## src/rtl/mbox_req_arb_if.sv

```systemverilog
// mbox_req_arb_if: EBOX/MBOX request-response bundle for the request arbiter.
// master = arbiter side, slave = MBOX side.
interface mbox_req_arb_if #(
    parameter int ADRW  = 23,
    parameter int DATAW = 36
);
    logic             EBOX_REQ;
    logic [ADRW-1:0]  EBOX_VMA;
    logic             eboxRead;
    logic             eboxWrite;
    logic [DATAW-1:0] cacheDataWrite;
    logic             cshEBOXT0;
    logic             cshEBOXRetry;
    logic             mboxRespIn;
    logic [DATAW-1:0] cacheDataRead;

    modport master (
        output EBOX_REQ, EBOX_VMA, eboxRead, eboxWrite, cacheDataWrite,
        input  cshEBOXT0, cshEBOXRetry, mboxRespIn, cacheDataRead
    );

    modport slave (
        input  EBOX_REQ, EBOX_VMA, eboxRead, eboxWrite, cacheDataWrite,
        output cshEBOXT0, cshEBOXRetry, mboxRespIn, cacheDataRead
    );
endinterface

```

## src/rtl/mbox_req_arb.sv

```systemverilog
// mbox_req_arb: N-channel EBOX->MBOX request arbiter with retry and abort.
// Define MBOX_ARB_RR_EN for round-robin; default is fixed priority (ch0 highest).
module mbox_req_arb #(
    parameter int NCHAN     = 4,
    parameter int ADRW      = 23,
    parameter int DATAW     = 36,
    parameter int RETRY_MAX = 7
) (
    input  logic                   clk,
    input  logic                   RESET_N,
    input  logic [NCHAN-1:0]       chReq,
    input  logic [NCHAN-1:0]       chWrite,
    input  logic [NCHAN*ADRW-1:0]  chVMA,
    input  logic [NCHAN*DATAW-1:0] chWData,
    output logic [NCHAN-1:0]       chGrant,
    output logic [NCHAN-1:0]       chDone,
    output logic [NCHAN-1:0]       chAbort,
    output logic [DATAW-1:0]       chRData,
    output logic                   arbBusy,
    mbox_req_arb_if.master         mbox
);
    localparam int IW = (NCHAN > 1) ? $clog2(NCHAN) : 1;
    localparam logic [NCHAN-1:0] LSB = NCHAN'(1);
    localparam logic [3:0] RMAX = 4'(RETRY_MAX);

    typedef enum logic [1:0] {IDLE, REQ, WAIT, FIN} arbState_e;

    arbState_e        state, stateNext;
    logic [IW-1:0]    owner, ownerNext, winner;
    logic             isWrite, isWriteNext;
    logic [ADRW-1:0]  vma, vmaNext;
    logic [DATAW-1:0] wData, wDataNext;
    logic [DATAW-1:0] rData, rDataNext;
    logic [3:0]       retryCnt, retryNext, retryInc;
    logic             abortFlag, abortNext;
    logic             owned;
    logic             anyReq;
    logic             cancel;

    assign anyReq   = |chReq;
    assign retryInc = retryCnt + 4'd1;
    // T0 in the same cycle as a dropped request still counts as accepted.
    assign cancel   = (state == REQ) && !mbox.cshEBOXT0 && !chReq[owner];

`ifdef MBOX_ARB_RR_EN
    logic [IW-1:0] ptr;
    logic [IW-1:0] ownerInc;
    logic [IW:0]   cand;
    logic          found;

    assign ownerInc = (owner == IW'(NCHAN - 1)) ? '0 : owner + IW'(1);

    // Scan upward from the pointer, wrapping once.
    always_comb begin
        winner = '0;
        found  = 1'b0;
        cand   = '0;
        for (int i = 0; i < NCHAN; i++) begin
            cand = {1'b0, ptr} + (IW + 1)'(i);
            if (cand >= (IW + 1)'(NCHAN))
                cand = cand - (IW + 1)'(NCHAN);
            if (!found && chReq[cand[IW-1:0]]) begin
                winner = cand[IW-1:0];
                found  = 1'b1;
            end
        end
    end

    always_ff @(posedge clk or negedge RESET_N) begin
        if (!RESET_N)
            ptr <= '0;
        else if (state == FIN || cancel)
            ptr <= ownerInc;
    end
`else
    always_comb begin
        winner = '0;
        for (int i = NCHAN - 1; i >= 0; i--)
            if (chReq[i]) winner = IW'(i);
    end
`endif

    always_ff @(posedge clk or negedge RESET_N) begin
        if (!RESET_N) begin
            state     <= IDLE;
            owner     <= '0;
            isWrite   <= 1'b0;
            vma       <= '0;
            wData     <= '0;
            rData     <= '0;
            retryCnt  <= '0;
            abortFlag <= 1'b0;
        end else begin
            state     <= stateNext;
            owner     <= ownerNext;
            isWrite   <= isWriteNext;
            vma       <= vmaNext;
            wData     <= wDataNext;
            rData     <= rDataNext;
            retryCnt  <= retryNext;
            abortFlag <= abortNext;
        end
    end

    always_comb begin
        stateNext   = state;
        ownerNext   = owner;
        isWriteNext = isWrite;
        vmaNext     = vma;
        wDataNext   = wData;
        rDataNext   = rData;
        retryNext   = retryCnt;
        abortNext   = abortFlag;
        unique case (state)
            IDLE: if (anyReq) begin
                stateNext   = REQ;
                ownerNext   = winner;
                isWriteNext = chWrite[winner];
                vmaNext     = chVMA[winner*ADRW +: ADRW];
                wDataNext   = chWData[winner*DATAW +: DATAW];
            end
            REQ: begin
                if (mbox.cshEBOXT0)
                    stateNext = WAIT;
                else if (cancel)
                    stateNext = IDLE;
            end
            WAIT: begin
                if (mbox.mboxRespIn) begin
                    stateNext = FIN;
                    if (!isWrite)
                        rDataNext = mbox.cacheDataRead;
                end else if (mbox.cshEBOXRetry) begin
                    retryNext = retryInc;
                    if (retryInc == RMAX) begin
                        stateNext = FIN;
                        abortNext = 1'b1;
                    end else begin
                        stateNext = REQ;
                    end
                end
            end
            FIN: begin
                stateNext = IDLE;
                retryNext = '0;
                abortNext = 1'b0;
            end
            default: stateNext = IDLE;
        endcase
    end

    // Grant drops on entry to FIN so grant and done never overlap.
    assign owned   = (state == REQ) || (state == WAIT);
    assign chGrant = owned ? (LSB << owner) : '0;
    assign chDone  = (state == FIN && !abortFlag) ? (LSB << owner) : '0;
    assign chAbort = (state == FIN && abortFlag) ? (LSB << owner) : '0;
    assign chRData = rData;
    assign arbBusy = (state != IDLE);

    assign mbox.EBOX_REQ       = (state == REQ);
    assign mbox.EBOX_VMA       = vma;
    assign mbox.eboxRead       = owned && !isWrite;
    assign mbox.eboxWrite      = owned && isWrite;
    assign mbox.cacheDataWrite = wData;
endmodule
```

## src/flat_wrapper.sv

```systemverilog
// flat-port wrapper written by rule: the top's interface ports become plain ports
module mbox_req_arb_flat 
#(
    parameter int NCHAN     = 4,
    parameter int ADRW      = 23,
    parameter int DATAW     = 36,
    parameter int RETRY_MAX = 7
)
  (clk, RESET_N, chReq, chWrite, chVMA, chWData, chGrant, chDone, chAbort, chRData, arbBusy, mbox_EBOX_REQ, mbox_EBOX_VMA, mbox_eboxRead, mbox_eboxWrite, mbox_cacheDataWrite, mbox_cshEBOXT0, mbox_cshEBOXRetry, mbox_mboxRespIn, mbox_cacheDataRead);
  mbox_req_arb_if #(.ADRW(ADRW), .DATAW(DATAW)) mbox_i ();
  input  logic clk;
  input  logic RESET_N;
  input  logic [NCHAN-1:0] chReq;
  input  logic [NCHAN-1:0] chWrite;
  input  logic [NCHAN*ADRW-1:0] chVMA;
  input  logic [NCHAN*DATAW-1:0] chWData;
  output logic [NCHAN-1:0] chGrant;
  output logic [NCHAN-1:0] chDone;
  output logic [NCHAN-1:0] chAbort;
  output logic [DATAW-1:0] chRData;
  output logic arbBusy;
  output wire logic [$bits(mbox_i.EBOX_REQ)-1:0] mbox_EBOX_REQ;
  output wire logic [$bits(mbox_i.EBOX_VMA)-1:0] mbox_EBOX_VMA;
  output wire logic [$bits(mbox_i.eboxRead)-1:0] mbox_eboxRead;
  output wire logic [$bits(mbox_i.eboxWrite)-1:0] mbox_eboxWrite;
  output wire logic [$bits(mbox_i.cacheDataWrite)-1:0] mbox_cacheDataWrite;
  input wire logic [$bits(mbox_i.cshEBOXT0)-1:0] mbox_cshEBOXT0;
  input wire logic [$bits(mbox_i.cshEBOXRetry)-1:0] mbox_cshEBOXRetry;
  input wire logic [$bits(mbox_i.mboxRespIn)-1:0] mbox_mboxRespIn;
  input wire logic [$bits(mbox_i.cacheDataRead)-1:0] mbox_cacheDataRead;
  assign mbox_EBOX_REQ = mbox_i.EBOX_REQ;
  assign mbox_EBOX_VMA = mbox_i.EBOX_VMA;
  assign mbox_eboxRead = mbox_i.eboxRead;
  assign mbox_eboxWrite = mbox_i.eboxWrite;
  assign mbox_cacheDataWrite = mbox_i.cacheDataWrite;
  assign mbox_i.cshEBOXT0 = mbox_cshEBOXT0;
  assign mbox_i.cshEBOXRetry = mbox_cshEBOXRetry;
  assign mbox_i.mboxRespIn = mbox_mboxRespIn;
  assign mbox_i.cacheDataRead = mbox_cacheDataRead;
  mbox_req_arb #(.NCHAN(NCHAN), .ADRW(ADRW), .DATAW(DATAW), .RETRY_MAX(RETRY_MAX)) u_core (.clk(clk), .RESET_N(RESET_N), .chReq(chReq), .chWrite(chWrite), .chVMA(chVMA), .chWData(chWData), .chGrant(chGrant), .chDone(chDone), .chAbort(chAbort), .chRData(chRData), .arbBusy(arbBusy), .mbox(mbox_i));
endmodule
```

## config.mk

```make
export PLATFORM = sky130hd
export DESIGN_NAME = mbox_req_arb_flat
export DESIGN_NICKNAME = d
export VERILOG_FILES = /design/src/rtl/mbox_req_arb_if.sv /design/src/rtl/mbox_req_arb.sv /design/src/flat_wrapper.sv
export SDC_FILE = /design/constraint.sdc
export NUM_CORES = 1
export LEC_CHECK = 0
export ABC_AREA = 1
export CORE_ASPECT_RATIO = 0.7
export CORE_MARGIN = 3
export CORE_UTILIZATION = 35
export DETAILED_ROUTE_END_ITERATION = 16
export HOLD_SLACK_MARGIN = 0.06
export PLACE_DENSITY = 0.72
export SETUP_SLACK_MARGIN = 0.2
export SYNTH_ARGS = -nofsm -noshare
export SYNTH_HDL_FRONTEND = slang
export SYNTH_SLANG_ARGS = --single-unit
export TNS_END_PERCENT = 5
```

## constraint.sdc

```tcl
create_clock -name clk -period 1.9 [get_ports clk]
set_input_delay 0.57 -clock clk [delete_from_list [all_inputs] [get_ports clk]]
set_output_delay 0.57 -clock clk [all_outputs]
set_load 0.05 [all_outputs]
```

# Word-level counts from Yosys, hierarchy flattened
# Cells that the tools add are included.
# totals
register_bits	105
inputBits	285
out_inout_bits	111
word_cells	72
# classes
add_sub_neg	1
mul	2
n_lt_le_gt_ge	2
eq_ne	10
shift	3
muxes	25
bitwise	1
reduce_logical	20
# op_table
op	n
$shiftx A144 B9 Y36	1
$shiftx A92 B8 Y23	1
$mux W2	10
$mux W4	5
$reduce_and A3 Y1	3
$pmux W2 S4	1
$pmux W4 S2	1
$mul A2 B5 Y7 const B	1
$logic_and A1 B1 Y1	6
$lt A2 B3 Y1 const B	2
$mul A2 B4 Y6 const B	1
$mux W1	5
$add A4 B1 Y4 const B	1
$bmux W1 S2	2
$eq A2 B2 Y1 const B	2
$eq A4 B3 Y1 const B	1
$logic_not A1 Y1	4
$ne A2 B1 Y1 const B	2
$ne A2 B2 Y1 const B	2
$reduce_and A4 Y1	1
$reduce_bool A2 Y1	2
$reduce_or A4 Y1	1
$shl A1 B2 Y4 const A	1
$ne A3 B1 Y1 const B	1
other kinds (7)	7

# Depth between registers and ports, before layout
# Gate-level depths: netlist of run 1.
# depth
depth_word	7
mapped_depth	10
mapped_depth_nobuf	10

# Least setup slack after synthesis of run 1
# OpenSTA, ideal clock, no wires.
# synth_timing
path_type	register to output
start	reg u_core.state[1]
end	out chDone[0]
t_arrival_ns	1.561
required_time_ns	1.330
slack_ns	-0.231
stages_incl_launch_ff	5
path_buffers	0
path_cell_list	dfrtp_1 -> ha_1 -> inv_1 -> or2_2 -> nor2_1
# synth_via
elab_chain_len	3
# synth_lines
item	line	rtl
from (decl)	mbox_req_arb.sv:28	arbState_e state, stateNext;
from (signal assigned)	mbox_req_arb.sv:94	state <= stateNext;
$eq A2 B2 Y1	mbox_req_arb.sv:155	assign chDone = (state == FIN && !abortFlag) ? (LSB << owner) : '0;
$logic_and A1 B1 Y1	mbox_req_arb.sv:155	
$mux W4	mbox_req_arb.sv:155	
to (decl)	flat_wrapper.sv:18	output logic [NCHAN-1:0] chDone;
# No other way between the ends.

# Final worst setup path of run 1
# layout_timing
start	reg u_core.state[0]
end	out chDone[0]
# The elaborated chain is that of the path after synthesis.

==> flow_summary.yaml, run 1 <==
outcome:
  outcome: "finished, violations left"
  violations: "setup timing"
finish:
  finalNetCount: 1832
  utilization: 0.5947
  drive_above_1_share: 0.1565
  fin_cells: 1823
  area_delta_synth_final_pct: 66.03
  n_fill_cell: 1913
  post-route-cell-area_mm2: 0.01241
sta:
  period_share: 1.119
  setup_ws_ns: -0.2253
  max_freq_ghz: 0.4705
  finalSetupViolCount: 15
  hold_viol_final: 0
  fin_skew_ns: 0.008960
  relSlewSlack: 0.7581
  min_period_ns: 2.125
  rsz0062_at_grt: "true"
  worst_pin_slew_ns: 0.3629
  drv_slew: 0
critical_path:
  cp.arrival_ns: 1.56
  start_kind: "register"
  setup.worst_path.end_class: "primary output"
  cp_max_fo: 4
  critPathRequiredTime_ns: 1.33
  r2r_setup_slack_ns: 0.11
  crit_type: "register to primary output"
yosys:
  syn_nets: 1450
  synth-seq-area-share: 0.3516
  synth_cell_types: 26
  yosys-top-cells-area: "dfrtp_1 (35%), nand2_1 (20%), nand3_1 (16%)"
  syn_avg_cell_area_um2: 6.448
  syn_inst: 1159
  synth_top_area_share: 0.3516
  yosysWarnings: 0
  yosys.area.top_type: "dfrtp_1"
  ys_ff_latch: 105
  syn_area_mm2: 0.007473
cts:
  htree_levels: 3
  clk-insertion-delay-late_ns: 0.35
  cts_made_buffers: 9
  clk_pin_slew_ns: 0.08
  clock_path_buffers: 2
  clockRootBuffer: "clkbuf_16"
  cts.sinks: 105
  cts_hold_buf: 0
  cts_tree: "done"
die:
  die_area_mm2: 0.02317
  rows: 44
  io_pins: 396
  core_mm2: 0.02087
  start_util: 0.3582
  fp.dieW_um: 180.7
  die_h_um: 128.3
routing:
  viasPerCell: 4.673
  firstDrtPassIters: 5
  drcViolationCount: 0
  antenna_left: 0
  drt-initial-drc-count: 513
  num_vias: 8519
  routed_wl_um: 28180
  drt-wirelength-per-cell_um: 15.46
placed_design:
  place_inst: 1803
  portBuffers: 395
  gp_congestion: 0.9000
  dp_hpwl_um: 21930
  placed_cell_area_mm2: 0.01199
min_path:
  min_path_type: "input port to asynchronous set/reset pin"
power:
  p_leak_nw: 6.914
  p_per_area_mw_per_mm2: 1306
  ir_drop_mv: 0.6305
  power_w: 0.01620
grt:
  antenna_found_initial: 1
  grt_pass1_wl_um: 43970
  track_usage: 0.2351
  grt_max_degree: 65
  grt_overflow: 0
  grt_pass1_vias: 8168
job:
  drv_cap: 0
repair_timing:
action                     in CTS  in global routing
hold endpoints to repair        0                  0
buffers inserted                2                  1
resized for setup              16                 13
pin swaps                       5                  1
setup endpoints to repair     108                 63
area by class of cell:
cell class	count	area (um2)	share of cell area
Antenna cell	1	2.502	0.0002017
Clock buffer	10	229.0	0.01845
Clock inverter	6	77.57	0.006252
Inverter	263	992.2	0.07996
Multi-Input combinational cell	724	3638	0.2932
Sequential cell	105	2628	0.2118
Tap cell	276	345.3	0.02783
Timing Repair Buffer	438	4496	0.3623
layer usage:
metal | up-vias | GRT usage | wire [um]
li1 | 4240 | - | -
met1 | 3858 | 0.3131 | 12110
met2 | 375 | 0.3875 | 13380
met3 | 46 | 0.05105 | 2002
met4 | 0 | 0.06811 | 689
met5 | - | 0 | 0
state kept, by name (all words and copies together) (netlist names):
name and flops:
u_core.abortFlag 1, u_core.chRData 36, u_core.isWrite 1, u_core.mbox.EBOX_VMA 23
u_core.mbox.cacheDataWrite 36, u_core.owner 2, u_core.retryCnt 4, u_core.state 2
path summary, 6_finish.rpt:
kind / start / endpoint / depth (start not counted)
max: u_core.state[0] / chDone[0] / 5
min: RESET_N / u_core.mbox.EBOX_VMA[0] / 2
max reg2reg: u_core.state[0] / u_core.chRData[11] / 6
min reg2reg: u_core.mbox.cacheDataWrite[30] / u_core.mbox.cacheDataWrite[30] / 2
max in group asynchronous: RESET_N / u_core.mbox.EBOX_VMA[21] / 2
min in group clk: u_core.mbox.cacheDataWrite[30] / u_core.mbox.cacheDataWrite[30] / 2
where the power goes:
| part | internal, W | leakage (nW) | switching [W] | total, W |
|---|---|---|---|---|
| combinational | 0.00363 | 5.47 | 0.00656 | 0.0102 |
| sequential | 0.00331 | 1.30 | 0.000739 | 0.00405 |
| clock | 0.00104 | 0.150 | 0.000928 | 0.00197 |
cells in the final DEF, fill, tap and decap left out, types with 2 or more instances in the layout:
cell	n
nand2_1	398
clkdlybuf4s50_1	279
inv_1	255
nand3_1	243
buf_4	114
dfrtp_1	105
buf_12	38
mux2_4	30
clkbuf_16	9
nor2_4	7
nor2_2	7
inv_2	6
mux2_2	6
o21ai_0	5
nor2_1	5
nand2_2	3
ha_1	3
dlygate4sd2_1	3
inv_4	2
nand3_2	2
nand4_1	2
o22ai_1	2
ha_2	2
clkinv_4	2
buf_6	2
metrics by stage:
stage / setup WS [ns] / TNS [ns] / hold slack [ns]
after detailed placement: -0.3493 / -23.68 / 0.4673
after global routing: -0.2962 / -3.549 / 0.1968
after floorplan: 0.001853 / 0 / 0.2744
final: -0.2253 / -2.410 / 0.1842
after CTS: -0.1934 / -2.060 / 0.1967
after global placement: -0.3285 / -22.45 / 0.4649
cell usage after synthesis:
cell,count
nand2_1,400
inv_1,258
nand3_1,245
dfrtp_1,105
buf_2,30
mux2_4,30
clkbuf_1,27
nor2_1,18
ha_1,6
mux2_2,6
o21ai_0,6
buf_1,5
inv_2,5
buf_12,3
nand2_2,2
nand4_1,2
o22ai_1,2
a21oi_1,1
buf_4,1
buf_6,1
nor2_2,1
nor3_1,1
nor3_4,1
o21ai_2,1
or2_1,1
or2_2,1
cells by family (layout without fill, tap and decap cells):
| group | after synthesis | after routing | share of synthesized area |
|---|---|---|---|
| other | 0 | 1 | 0 |
| DFF | 105 | 105 | 0.3516 |
| adders and majority gates | 6 | 6 | 0.01004 |
| buffers and inverters | 330 | 717 | 0.1788 |
| and+or+nand+nor | 672 | 672 | 0.3827 |
| muxes | 36 | 36 | 0.06931 |
| AOI/OAI and AO/OA | 10 | 10 | 0.007533 |
worst max-delay path, cell delays in order (launching register included):
cell	delay (ns)
dfrtp_1	0.40
ha_2	0.21
inv_2	0.05
or2_4	0.28
nor2_4	0.13
buf_12	0.14
(Power assumes the default switching activity.)
==> run 2: changes to the inputs <==
--- a/config.mk
+++ b/config.mk
@@ -11,6 +11,7 @@
 export CORE_UTILIZATION = 35
 export DETAILED_ROUTE_END_ITERATION = 16
 export HOLD_SLACK_MARGIN = 0.06
+export MAX_ROUTING_LAYER = met4
 export PLACE_DENSITY = 0.72
 export SETUP_SLACK_MARGIN = 0.2
 export SYNTH_ARGS = -nofsm -noshare
==> run 2 against run 1 <==
Sequential power decreased by 1%. Wire length decreased by 0.26%. Hold slack got worse by 0.034 ns. Global-route usage increased by 1.2 points. Power decreased by 0.76%. Critical endpoint is now chDone[2]. The run still ends with setup timing left. Utilization decreased by 0.17 points. Combinational power about the same. Register-to-register slack about the same.
==> flow_summary.yaml, run 2 (synthesized netlist as in run 1, its figures left out) <==
sta:
  finalSetupViolCount: 15
  rsz0062_at_grt: "true"
  hold_slack_ns: 0.1499
  relSlewSlack: 0.6878
  drv_slew: 0
  setup_ws_ns: -0.1979
  fin_skew_ns: 0.008428
  period_share: 1.104
  max_freq_ghz: 0.4767
  min_period_ns: 2.098
  worst_pin_slew_ns: 0.4683
  hold_viol_final: 0
grt:
  antenna_found_initial: 1
  track_usage: 0.2470
  grt_max_degree: 61
  grt_overflow: 0
  grt_pass1_wl_um: 44500
  grt_pass1_vias: 8331
die:
  die_area_mm2: 0.02317
  die_h_um: 128.3
  rows: 44
  fp.dieW_um: 180.7
  core_mm2: 0.02087
  start_util: 0.3582
  io_pins: 396
power:
  p_int_w: 0.007859
  p_sw_frac: 0.5113
  ir_drop_mv: 0.9613
  p_per_area_mw_per_mm2: 1300
  p_seq_frac: 0.248
  p_sw_w: 0.008222
  p_clk_frac: 0.117
  p_comb_frac: 0.635
  p_leak_nw: 6.895
cts:
  clk_pin_slew_ns: 0.08
  cts_made_buffers: 9
  clock_path_buffers: 2
  clockRootBuffer: "clkbuf_16"
  cts_tree: "done"
  htree_levels: 3
  cts_hold_buf: 0
  cts.sinks: 105
  clk-insertion-delay-late_ns: 0.35
routing:
  routed_wl_um: 28110
  drt-wirelength-per-cell_um: 15.43
  num_vias: 8473
  firstDrtPassIters: 5
  viasPerCell: 4.653
  drt-initial-drc-count: 464
  antenna_left: 0
  drcViolationCount: 0
critical_path:
  crit_type: "register to primary output"
  setup.worst_path.end_class: "primary output"
  start_kind: "register"
  cp.arrival_ns: 1.53
  cp_max_fo: 4
  critPathRequiredTime_ns: 1.33
placed_design:
  placed_cell_area_mm2: 0.01197
  dp_hpwl_um: 22130
  portBuffers: 395
  gp_congestion: 0.9235
finish:
  final_common_cell: "nand2_1"
  post-route-cell-area_mm2: 0.01237
  drive_above_1_share: 0.1567
  finalNetCount: 1830
  final_cell_mix: "nand2_1 (395), clkdlybuf4s50_1 (279), inv_1 (255), nand3_1 (245), buf_4 (113)"
  area_delta_synth_final_pct: 65.55
job:
  drv_cap: 0
outcome:
  outcome: "finished, violations left"
  violations: "setup timing"
min_path:
  min_path_type: "input port to asynchronous set/reset pin"
==> run 2: metrics by stage <==
| stage | total power [W] | setup TNS [ns] | worst slack, ns | util | cells |
|---|---|---|---|---|---|
| after floorplan | 0.01021 | 0 | 0.001853 | - | 1159 |
| after global placement | 0.01401 | -23.15 | -0.3275 | 0.5738 | 1802 |
| after detailed placement | 0.01410 | -24.25 | -0.3440 | 0.5738 | 1802 |
| after CTS | 0.01614 | -2.530 | -0.2226 | 0.5901 | 1820 |
| after global routing | 0.01702 | -2.864 | -0.2566 | 0.5929 | 1821 |
| final | 0.01608 | -1.894 | -0.1979 | 0.5929 | 1821 |
==> run 2: routing by layer <==
| metal | track usage | part of all wire |
|---|---|---|
| met5 | - | 0 |
| met4 | 0.05864 | 0.018 |
| met3 | 0.04509 | 0.069 |
| met2 | 0.3977 | 0.47 |
| met1 | 0.3260 | 0.44 |
==> run 2: power groups by stage <==
stage                     logic, W  registers [W]  clock network (W)
final                       0.0102        0.00400            0.00187
after CTS                   0.0102        0.00399            0.00193
after floorplan            0.00292        0.00730                  0
after global routing        0.0109        0.00414            0.00203
after global placement      0.0100        0.00401                  0
after detailed placement    0.0101        0.00402                  0
==> run 2: what timing repair did <==
item	4_1_cts	5_1_grt
endpoints found under the hold margin	0	0
buffers inserted	2	0
gates resized for setup	15	18
gates cloned	0	0
pin swaps	1	4
endpoints found under the setup margin	106	68
==> run 2: worst max-delay path: stages, from the launching register on <==
cell	delay, ns
dfrtp_1	0.38
ha_2	0.20
inv_2	0.04
or2_4	0.28
nor2_4	0.12
buf_12	0.14
==> run 2: final timing paths <==
kind / start / to / slack (ns) / cells past startpoint
setup / recovery: u_core.state[1] / chDone[2] / -0.20 / 5
hold / removal: RESET_N / u_core.chRData[27] / 0.15 / 1
setup reg to reg: u_core.state[0] / u_core.chRData[30] / 0.12 / 6
hold reg to reg: u_core.mbox.EBOX_VMA[6] / u_core.mbox.EBOX_VMA[6] / 0.48 / 2
max in group asynchronous: RESET_N / u_core.mbox.cacheDataWrite[7] / 1.19 / 2
min in group clk: u_core.mbox.EBOX_VMA[6] / u_core.mbox.EBOX_VMA[6] / 0.48 / 2
==> run 2: layout make-up <==
| class | count | area [um2] |
|---|---|---|
| sequential | 105 | 2628 |
| antenna | 1 | 2.502 |
| clock inverter | 7 | 65.06 |
| inverter | 263 | 992.2 |
| timing repair buffer | 436 | 4459 |
| tap | 276 | 345.3 |
| multi-input combinational | 724 | 3655 |
| fill | 1941 | 8493 |
| clock buffer | 9 | 225.2 |
==> run 3: changes to the inputs <==
--- a/config.mk
+++ b/config.mk
@@ -12,7 +12,7 @@
 export DETAILED_ROUTE_END_ITERATION = 16
 export HOLD_SLACK_MARGIN = 0.06
 export MAX_ROUTING_LAYER = met4
-export PLACE_DENSITY = 0.72
+export PLACE_DENSITY = 0.81
 export SETUP_SLACK_MARGIN = 0.2
 export SYNTH_ARGS = -nofsm -noshare
 export SYNTH_HDL_FRONTEND = slang
==> run 3 against run 2 <==
The run still ends with setup timing left. Via count down 0.24%. Clock skew fell by 0.0020 ns. Sequential cell count unchanged. Hold slack improved by 0.061 ns. Critical path type unchanged.
==> flow_summary.yaml, run 3 (synthesized netlist as in run 1, its figures left out) <==
outcome:
  outcome: "finished, violations left"
  violations: "setup timing"
cts:
  cts.sinks: 105
  clk_pin_slew_ns: 0.07
  clk-insertion-delay-late_ns: 0.36
  cts_hold_buf: 0
  cts_tree: "done"
  clock_path_buffers: 2
  cts_made_buffers: 9
  htree_levels: 3
  clockRootBuffer: "clkbuf_16"
finish:
  area_delta_synth_final_pct: 64.36
  drive_above_1_share: 0.1553
  final_cell_mix: "nand2_1 (397), clkdlybuf4s50_1 (279), inv_1 (255), nand3_1 (244), buf_4 (114)"
  final_common_cell: "nand2_1"
  regArea_mm2: 0.002628
  utilization: 0.5887
  multi_input_area_mm2: 0.003657
  n_fill_cell: 1879
  finalNetCount: 1826
  fin_cells: 1818
critical_path:
  start_kind: "register"
  critPathRequiredTime_ns: 1.33
  crit_start: "u_core.state[1]"
  setup.worst_path.end_class: "primary output"
  crit-reg2reg-capture: "u_core.chRData[11]"
  crit_type: "register to primary output"
  cp-endpoint: "chDone[3]"
  cp_max_fo: 4
  reg2reg_depth: 6
  reg2reg_from: "u_core.state[0]"
  cp.arrival_ns: 1.55
  r2r_setup_slack_ns: 0.14
sta:
  worst_pin_slew_ns: 0.4548
  relSlewSlack: 0.6968
  setup_ws_ns: -0.2192
  period_share: 1.115
  hold_viol_final: 0
  rsz0062_at_grt: "true"
  finalSetupViolCount: 15
  min_period_ns: 2.119
  max_freq_ghz: 0.4719
  drv_slew: 0
  fin_skew_ns: 0.006386
die:
  fp.dieW_um: 180.7
  die_area_mm2: 0.02317
  die_h_um: 128.3
  start_util: 0.3582
  core_mm2: 0.02087
  rows: 44
  io_pins: 396
job:
  drv_cap: 0
routing:
  antenna_left: 0
  routed_wl_um: 28160
  firstDrtPassIters: 5
  num_vias: 8453
  drt-initial-drc-count: 481
  drcViolationCount: 0
  drt-wirelength-per-cell_um: 15.49
  viasPerCell: 4.650
grt:
  grt_pass1_wl_um: 44240
  antenna_found_initial: 3
  grt_max_degree: 73
  grt_overflow: 0
  grt_pass1_vias: 8184
  track_usage: 0.2435
placed_design:
  gp_congestion: 0.9440
  portBuffers: 395
  place_inst: 1799
  dp_hpwl_um: 21830
power:
  ir_drop_mv: 0.8625
  p_leak_nw: 6.849
  p_per_area_mw_per_mm2: 1322
min_path:
  min_path_type: "input port to asynchronous set/reset pin"
==> run 3: cell types whose count changed in the layout (fill, tap and decap cells not counted), sizes merged, moves of 2 or more <==
| cell | before | now |
|---|---|---|
| buf | 153 | 149 |
| dlygate4sd2 | 4 | 0 |
| clkbuf | 9 | 12 |
| diode | 1 | 3 |
==> run 3: through the flow <==
step / worst slack [ns] / instance area (um2) / hold slack [ns] / power (W) / setup TNS (ns)
floorplan: 0.001853 / 7516 / 0.2744 / 0.01021 / 0
global placement: -0.4111 / 11890 / 0.4650 / 0.01398 / -28.57
detailed placement: -0.4290 / 11890 / 0.4658 / 0.01415 / -30.22
CTS: -0.2343 / 12230 / 0.2384 / 0.01627 / -2.804
global route: -0.2819 / 12280 / 0.2328 / 0.01710 / -3.735
finish: -0.2192 / 12280 / 0.2108 / 0.01624 / -2.566
==> run 3: critical path: stages, from the launching register on <==
cell and delay [ns]:
dfrtp_1 0.39, ha_2 0.21, inv_2 0.04, or2_4 0.28, nor2_4 0.13, buf_12 0.14
==> run 3: per-layer routing <==
layer	global-route usage	vias up	routed length [um]
met2	0.4052	329	13690
met3	0.04963	38	1807
met5	-	-	0
met4	0.06360	0	624
li1	-	4227	-
met1	0.3052	3859	12040
==> run 3: worst min-delay path by stage <==
| stage | start | endpoint | slack (ns) | cells after the start |
|---|---|---|---|---|
| final | RESET_N | u_core.chRData[10] | 0.21 | 2 |
| after global placement | u_core.mbox.cacheDataWrite[2] | u_core.mbox.cacheDataWrite[2] | 0.47 | 2 |
| after detailed placement | u_core.mbox.EBOX_VMA[20] | u_core.mbox.EBOX_VMA[20] | 0.47 | 2 |
| after floorplan | RESET_N | u_core.abortFlag | 0.27 | 0 |
| after global routing | RESET_N | u_core.chRData[10] | 0.23 | 2 |
| after CTS | RESET_N | u_core.chRData[10] | 0.24 | 2 |
==> run 3: power breakdown <==
group	internal, W	switching (W)	total, W
Combinational	0.00365	0.00658	0.0102
Clock	0.00103	0.000918	0.00194
Sequential	0.00331	0.000753	0.00406
Total	0.00799	0.00825	0.0162
==> run 3: final cells by class <==
class | instances | share of cell area
inverter | 263 | 0.08078
clock inverter | 6 | 0.005501
antenna | 3 | 0.0006112
sequential | 105 | 0.2139
clock buffer | 9 | 0.01834
multi-input combinational | 724 | 0.2977
timing repair buffer | 432 | 0.3550
tap | 276 | 0.02811
==> run 3: timing repair <==
item / CTS / global route
gates resized for setup: 16 / 24
setup endpoints to repair: 115 / 118
setup buffers: 1 / 0
pin swaps: 1 / 7
